===== src/rtl/forth_instr_encoder.sv =====
// Forth instruction encoder: packs operation records into 16-bit words
// and streams them to instruction memory at an auto-incrementing address.
//
// Ports:
//   clk, rst            clock, async active-high reset
//   start, start_addr   begin a stream (IDLE only) at start_addr
//   clr                 DONE/ERROR -> IDLE
//   in_valid/in_ready   record handshake
//   in_kind..in_last    record fields
//   im_we/addr/wdata    instruction-memory write port (registered)
//   busy, done, err     state flags; err_code gives error cause
//   count               words written in current stream
module forth_instr_encoder #(
  parameter int ADDR_W = 13
) (
  input  logic              clk,
  input  logic              rst,
  input  logic              start,
  input  logic [ADDR_W-1:0] start_addr,
  input  logic              clr,
  input  logic              in_valid,
  output logic              in_ready,
  input  logic [2:0]        in_kind,
  input  logic [15:0]       in_arg,
  input  logic [3:0]        in_aluop,
  input  logic [1:0]        in_src,
  input  logic [1:0]        in_dst,
  input  logic [1:0]        in_doff,
  input  logic [1:0]        in_roff,
  input  logic              in_swap,
  input  logic              in_last,
  output logic              im_we,
  output logic [ADDR_W-1:0] im_addr,
  output logic [15:0]       im_wdata,
  output logic              busy,
  output logic              done,
  output logic              err,
  output logic [1:0]        err_code,
  output logic [ADDR_W:0]   count
);

  localparam logic [1:0] S_IDLE = 2'd0;
  localparam logic [1:0] S_RUN  = 2'd1;
  localparam logic [1:0] S_DONE = 2'd2;
  localparam logic [1:0] S_ERR  = 2'd3;

  localparam logic [1:0] E_KIND = 2'd0;
  localparam logic [1:0] E_IMM  = 2'd1;
  localparam logic [1:0] E_TGT  = 2'd2;
  localparam logic [1:0] E_ADDR = 2'd3;

  logic [1:0]        r_state;
  logic [ADDR_W-1:0] r_addr;

  logic [15:0] w_word;
  logic        w_bad;
  logic [1:0]  w_code;
  logic        w_tgt_ovf;
  logic        w_acc;
  logic        w_addr_max;

  assign busy     = (r_state == S_RUN);
  assign done     = (r_state == S_DONE);
  assign err      = (r_state == S_ERR);
  assign in_ready = busy;

  assign w_acc      = in_valid & in_ready;
  assign w_addr_max = &r_addr;

  // Target must fit in 13 bits and in the address space when it is narrower.
  assign w_tgt_ovf = (in_arg[15:13] != 3'b000) ||
                     ((32'(in_arg) >> ADDR_W) != 32'd0);

  always_comb begin
    w_word = 16'h0000;
    w_bad  = 1'b0;
    w_code = E_KIND;
    unique case (in_kind)
      3'd0: begin
        w_word = {1'b1, in_arg[14:0]};
        if (in_arg[15]) begin
          w_bad  = 1'b1;
          w_code = E_IMM;
        end
      end
      3'd1: w_word = 16'h0000;
      3'd2, 3'd3, 3'd4: begin
        w_word = {in_kind - 3'd1, in_arg[12:0]};
        if (w_tgt_ovf) begin
          w_bad  = 1'b1;
          w_code = E_TGT;
        end
      end
      3'd5: begin
        w_word = {3'b000, in_aluop, in_src, in_dst,
                  in_doff, in_roff, in_swap};
        if (in_aluop == 4'd0) begin
          w_bad  = 1'b1;
          w_code = E_KIND;
        end
      end
      default: begin
        w_bad  = 1'b1;
        w_code = E_KIND;
      end
    endcase
  end

  always_ff @(posedge clk or posedge rst) begin
    if (rst) begin
      r_state  <= S_IDLE;
      r_addr   <= '0;
      im_we    <= 1'b0;
      im_addr  <= '0;
      im_wdata <= 16'h0000;
      err_code <= 2'd0;
      count    <= '0;
    end else begin
      im_we <= 1'b0;
      unique case (r_state)
        S_IDLE: begin
          if (start) begin
            r_state  <= S_RUN;
            r_addr   <= start_addr;
            count    <= '0;
            err_code <= 2'd0;
            im_addr  <= '0;
            im_wdata <= 16'h0000;
          end
        end
        S_RUN: begin
          if (w_acc) begin
            if (w_bad) begin
              r_state  <= S_ERR;
              err_code <= w_code;
            end else begin
              im_we    <= 1'b1;
              im_addr  <= r_addr;
              im_wdata <= w_word;
              count    <= count + {{ADDR_W{1'b0}}, 1'b1};
              if (in_last) begin
                r_state <= S_DONE;
              end else if (w_addr_max) begin
                // Last address used; the counter must not wrap.
                r_state  <= S_ERR;
                err_code <= E_ADDR;
              end else begin
                r_addr <= r_addr + {{(ADDR_W-1){1'b0}}, 1'b1};
              end
            end
          end
        end
        S_DONE, S_ERR: begin
          if (clr) r_state <= S_IDLE;
        end
        default: r_state <= S_IDLE;
      endcase
    end
  end

endmodule


===== config.mk =====
export PLATFORM = sky130hd
export DESIGN_NAME = forth_instr_encoder
export DESIGN_NICKNAME = d
export VERILOG_FILES = /design/src/rtl/forth_instr_encoder.sv
export SDC_FILE = /design/constraint.sdc
export NUM_CORES = 1
export LEC_CHECK = 0
export ABC_CLOCK_PERIOD_IN_PS = 3500
export CAP_MARGIN = 25
export CORE_ASPECT_RATIO = 1.75
export CORE_MARGIN = 5
export CORE_UTILIZATION = 40
export DETAILED_ROUTE_END_ITERATION = 8
export PLACE_DENSITY = 0.72
export SYNTH_ARGS = -nofsm -noshare
export SYNTH_HDL_FRONTEND = slang
export SYNTH_SLANG_ARGS = --single-unit

===== constraint.sdc =====
create_clock -name clk -period 3.5 [get_ports clk]
set_input_delay 0.7 -clock clk [delete_from_list [all_inputs] [get_ports clk]]
set_output_delay 0.7 -clock clk [all_outputs]
set_load 0.02 [all_outputs]

==> results.cfg, run 1 <==
[outcome]
status = finished clean

[global_route]
grt_pass1_vias = 3657
grt_max_degree = 40
overflow = 0
antenna_found_initial = 0
grt_pass1_wl_mm = 17.5
gr-usage-all-layers_pct = 20.6

[synth]
synth_mux_area_share_pct = 1.22
synth_top_cell_area_share_pct = 43.8
synthAdderAreaFrac_pct = 2.51
synth.area.top_cells = dfrtp_1 (44%), a21o_1 (4.5%), nand2_1 (3.6%)
syn_nets = 437
synthSimpleGateAreaFrac_pct = 20.9
yosysWarningCount = 0
synth_xor_xnor_area_share_pct = 0
synth_ff_type = dfrtp_1
synth-seq-cells = 61
synth_compound_area_share_pct = 26.9
synthDistinctLibCells = 60
yosysSeqAreaShare_pct = 43.8
synthesis.area_um2 = 3480
avgSynthCellArea_um2 = 9.19
synth_edf_count = 0
synthArstFlopShare_pct = 100
yosysTopAreaCell = dfrtp_1
syn_inst = 379
synth_top_family_by_area = compound AO/OA/AOI/OAI gates

[power_and_ir_drop]
vdd_drop_max_mv = 0.399
p_switching_mw = 1.65
power_density_nw_per_um2 = 805
p_int_mw = 2.29
combPwrFrac_pct = 48.5
seq_power_share_pct = 31.1
cellLeakagePower_nw = 2.10
switching_share_pct = 41.8
clkPwrFrac_pct = 20.3

[finish]
fin_cells = 596
utilization_pct = 56.8
regArea_um2 = 1530
fillers = 786
area_growth_pct = 40.5
fin_nets = 534
layout-drive-gt1-share_pct = 8.14
multi_input_comb_area_um2 = 1800
fin_area_um2 = 4900
diodes = 0

[clock_network]
htreeDepth = 3
cts.sinks = 61
hold_buffers = 0
cts_tree = done
clk_path_buf_depth = 2
numCtsBuffers = 9
clk_latency_ps = 330
cts_resized = 0
cts_setup_buffers = 0
clk_pin_slew_ps = 50
cts_root_buf = clkbuf_16

[setup_path]
cp_data_required_time_ps = 3750
cp-start-kind = input pin
r2r_slack_ps = 1190
worstSetupPathType = in2reg
cp_max_fo = 39
endpoint_kind = register
cp.arrival_ps = 3260

[place]
placed_area_um2 = 4630
place_inst = 582
gp_congestion = 0.912
port_buffers = 100
pre_cts_slack_ps = 178
hpwl_mm = 7.86

[timing]
setup_violations = 0
setup_ws_ps = 491
rsz0062_at_grt = false
fmax_mhz = 332
period_needed_ps = 3010
worst_pin_slew_ps = 804
finalSetupTns_ps = 0
final_hold_viol_count = 0
period_share_pct = 86.0
slew_violations = 0
slew_headroom_pct = 46.2
skew_ps = 5.08

[route]
drt_pass1_iterations = 7
drt_iter0_drc = 175
viasPerCell = 5.89
drc_errors = 0
antenna_left = 0
wire_per_inst_um = 18.0
wirelength_mm = 10.7
via_count = 3510

[hold_path]
hold_class = reg2reg

[floorplan]
placementRows = 45
fp.dieW_um = 80.6
placeableCoreArea_um2 = 8610
pin_count = 101
fp.dieH_um = 133
initial_core_util_pct = 40.5
dieArea_um2 = 10800

[flow_run]
maxCapViolCount = 0
[worst paths after layout]
path                            startpoint          to  cells after the start
worst max-delay path            in_kind[0]    count[5]                     10
worst min-delay path            im_addr[8]  im_addr[8]                      1
worst max register to register  r_state[0]   r_addr[8]                      6
worst min register to register  im_addr[8]  im_addr[8]                      1
max in group asynchronous              rst   r_addr[2]                      3
min in group asynchronous              rst    count[4]                      2
[synth_stat cells, drive strengths merged, types with 2 or more instances]
master   instances
clkbuf          18
a211oi           2
mux2             2
a2bb2oi          4
ha               7
nand4            8
a31oi            3
o211ai           3
a21o            21
buf              9
o22ai            5
or3              2
nor4            17
nand3           12
a22oi           16
nand2b           5
and2             3
dfrtp           61
o22a             2
or2              2
and4             3
mux2i            2
o41ai            2
a21oi           21
inv              8
and3             5
nand2           33
nor2            17
nor3            15
o31ai           12
or4              9
o21ai           29
nor2b            2
o32ai            2
[power by group through the flow]
stage | registers (mW) | clock network [mW] | logic, mW
floorplan | 1.35 | 0 | 0.987
global placement | 1.22 | 0 | 1.89
detailed placement | 1.22 | 0 | 1.92
CTS | 1.22 | 0.813 | 1.92
global route | 1.26 | 0.847 | 2.07
finish | 1.23 | 0.802 | 1.91
[layout make-up]
cell class / count / share of cell area, %
Clock buffer: 12 / 5.24
Clock inverter: 2 / 0.204
Inverter: 9 / 0.690
Multi-Input combinational cell: 282 / 36.7
Sequential cell: 61 / 31.2
Tap cell: 117 / 2.99
Timing Repair Buffer: 113 / 22.9
[kinds of logic (layout without fill, tap and decap cells)]
| logic type | count (synthesis) | count (layout) |
|---|---|---|
| DFF | 61 | 61 |
| AOI/OAI and AO/OA | 134 | 134 |
| muxes | 4 | 4 |
| buffers and inverters | 36 | 136 |
| and+or+nand+nor | 137 | 137 |
| adders and majority gates | 7 | 7 |
[critical path: stages]
cell             delay, ps
clkdlybuf4s50_1        520
inv_1                  160
ha_1                   270
o21ba_1                180
nor3_1                  50
buf_4                  150
o31a_2                 360
buf_12                 190
or4_1                  520
a21oi_1                150
[cells in the final DEF (no fill, tap or decap), types with 8 or more instances in the layout]
cell type        instances
clkdlybuf4s50_1        100
nor3_1                  15
nand2_1                 33
nor2_1                  17
buf_4                   11
o21ai_1                 11
dfrtp_1                 61
a22oi_1                 16
nand3_1                 12
nand4_1                  8
a21o_1                  21
or4_1                    9
nor4_1                  17
o31ai_1                 11
a21oi_1                 19
o21ai_0                 18
clkbuf_16                9
[metal layers]
layer  global-route usage [%]  routed length [µm]  share of wire, %  up-vias
met4                     8.93                 323               3.0        0
met5                        0                   0                 0        -
li1                         -                   -                 -     1640
met1                     22.2                4050                38     1703
met2                     36.6                5640                53      141
met3                     5.95                 723               6.7       26
[state kept, by name, summed over array words and instances, names as in the netlist]
signal and count:
im_addr 13, r_state 2, im_we 1, count 14
err_code 2, r_addr 13, im_wdata 16
[stage by stage]
step	hold WS, ps	total power [mW]
floorplan	504	2.34
global placement	459	3.11
detailed placement	465	3.14
CTS	475	3.96
global route	488	4.17
finish	474	3.94
No activity file was read; power rests on OpenSTA's default activity.
==> run 2: changes to the inputs <==
--- a/config.mk
+++ b/config.mk
@@ -6,7 +6,6 @@
 export NUM_CORES = 1
 export LEC_CHECK = 0
 export ABC_CLOCK_PERIOD_IN_PS = 3500
-export CAP_MARGIN = 25
 export CORE_ASPECT_RATIO = 1.75
 export CORE_MARGIN = 5
 export CORE_UTILIZATION = 40
==> results of run 2 <==
Final layout, timing and power as in run 1 (identical DEF).
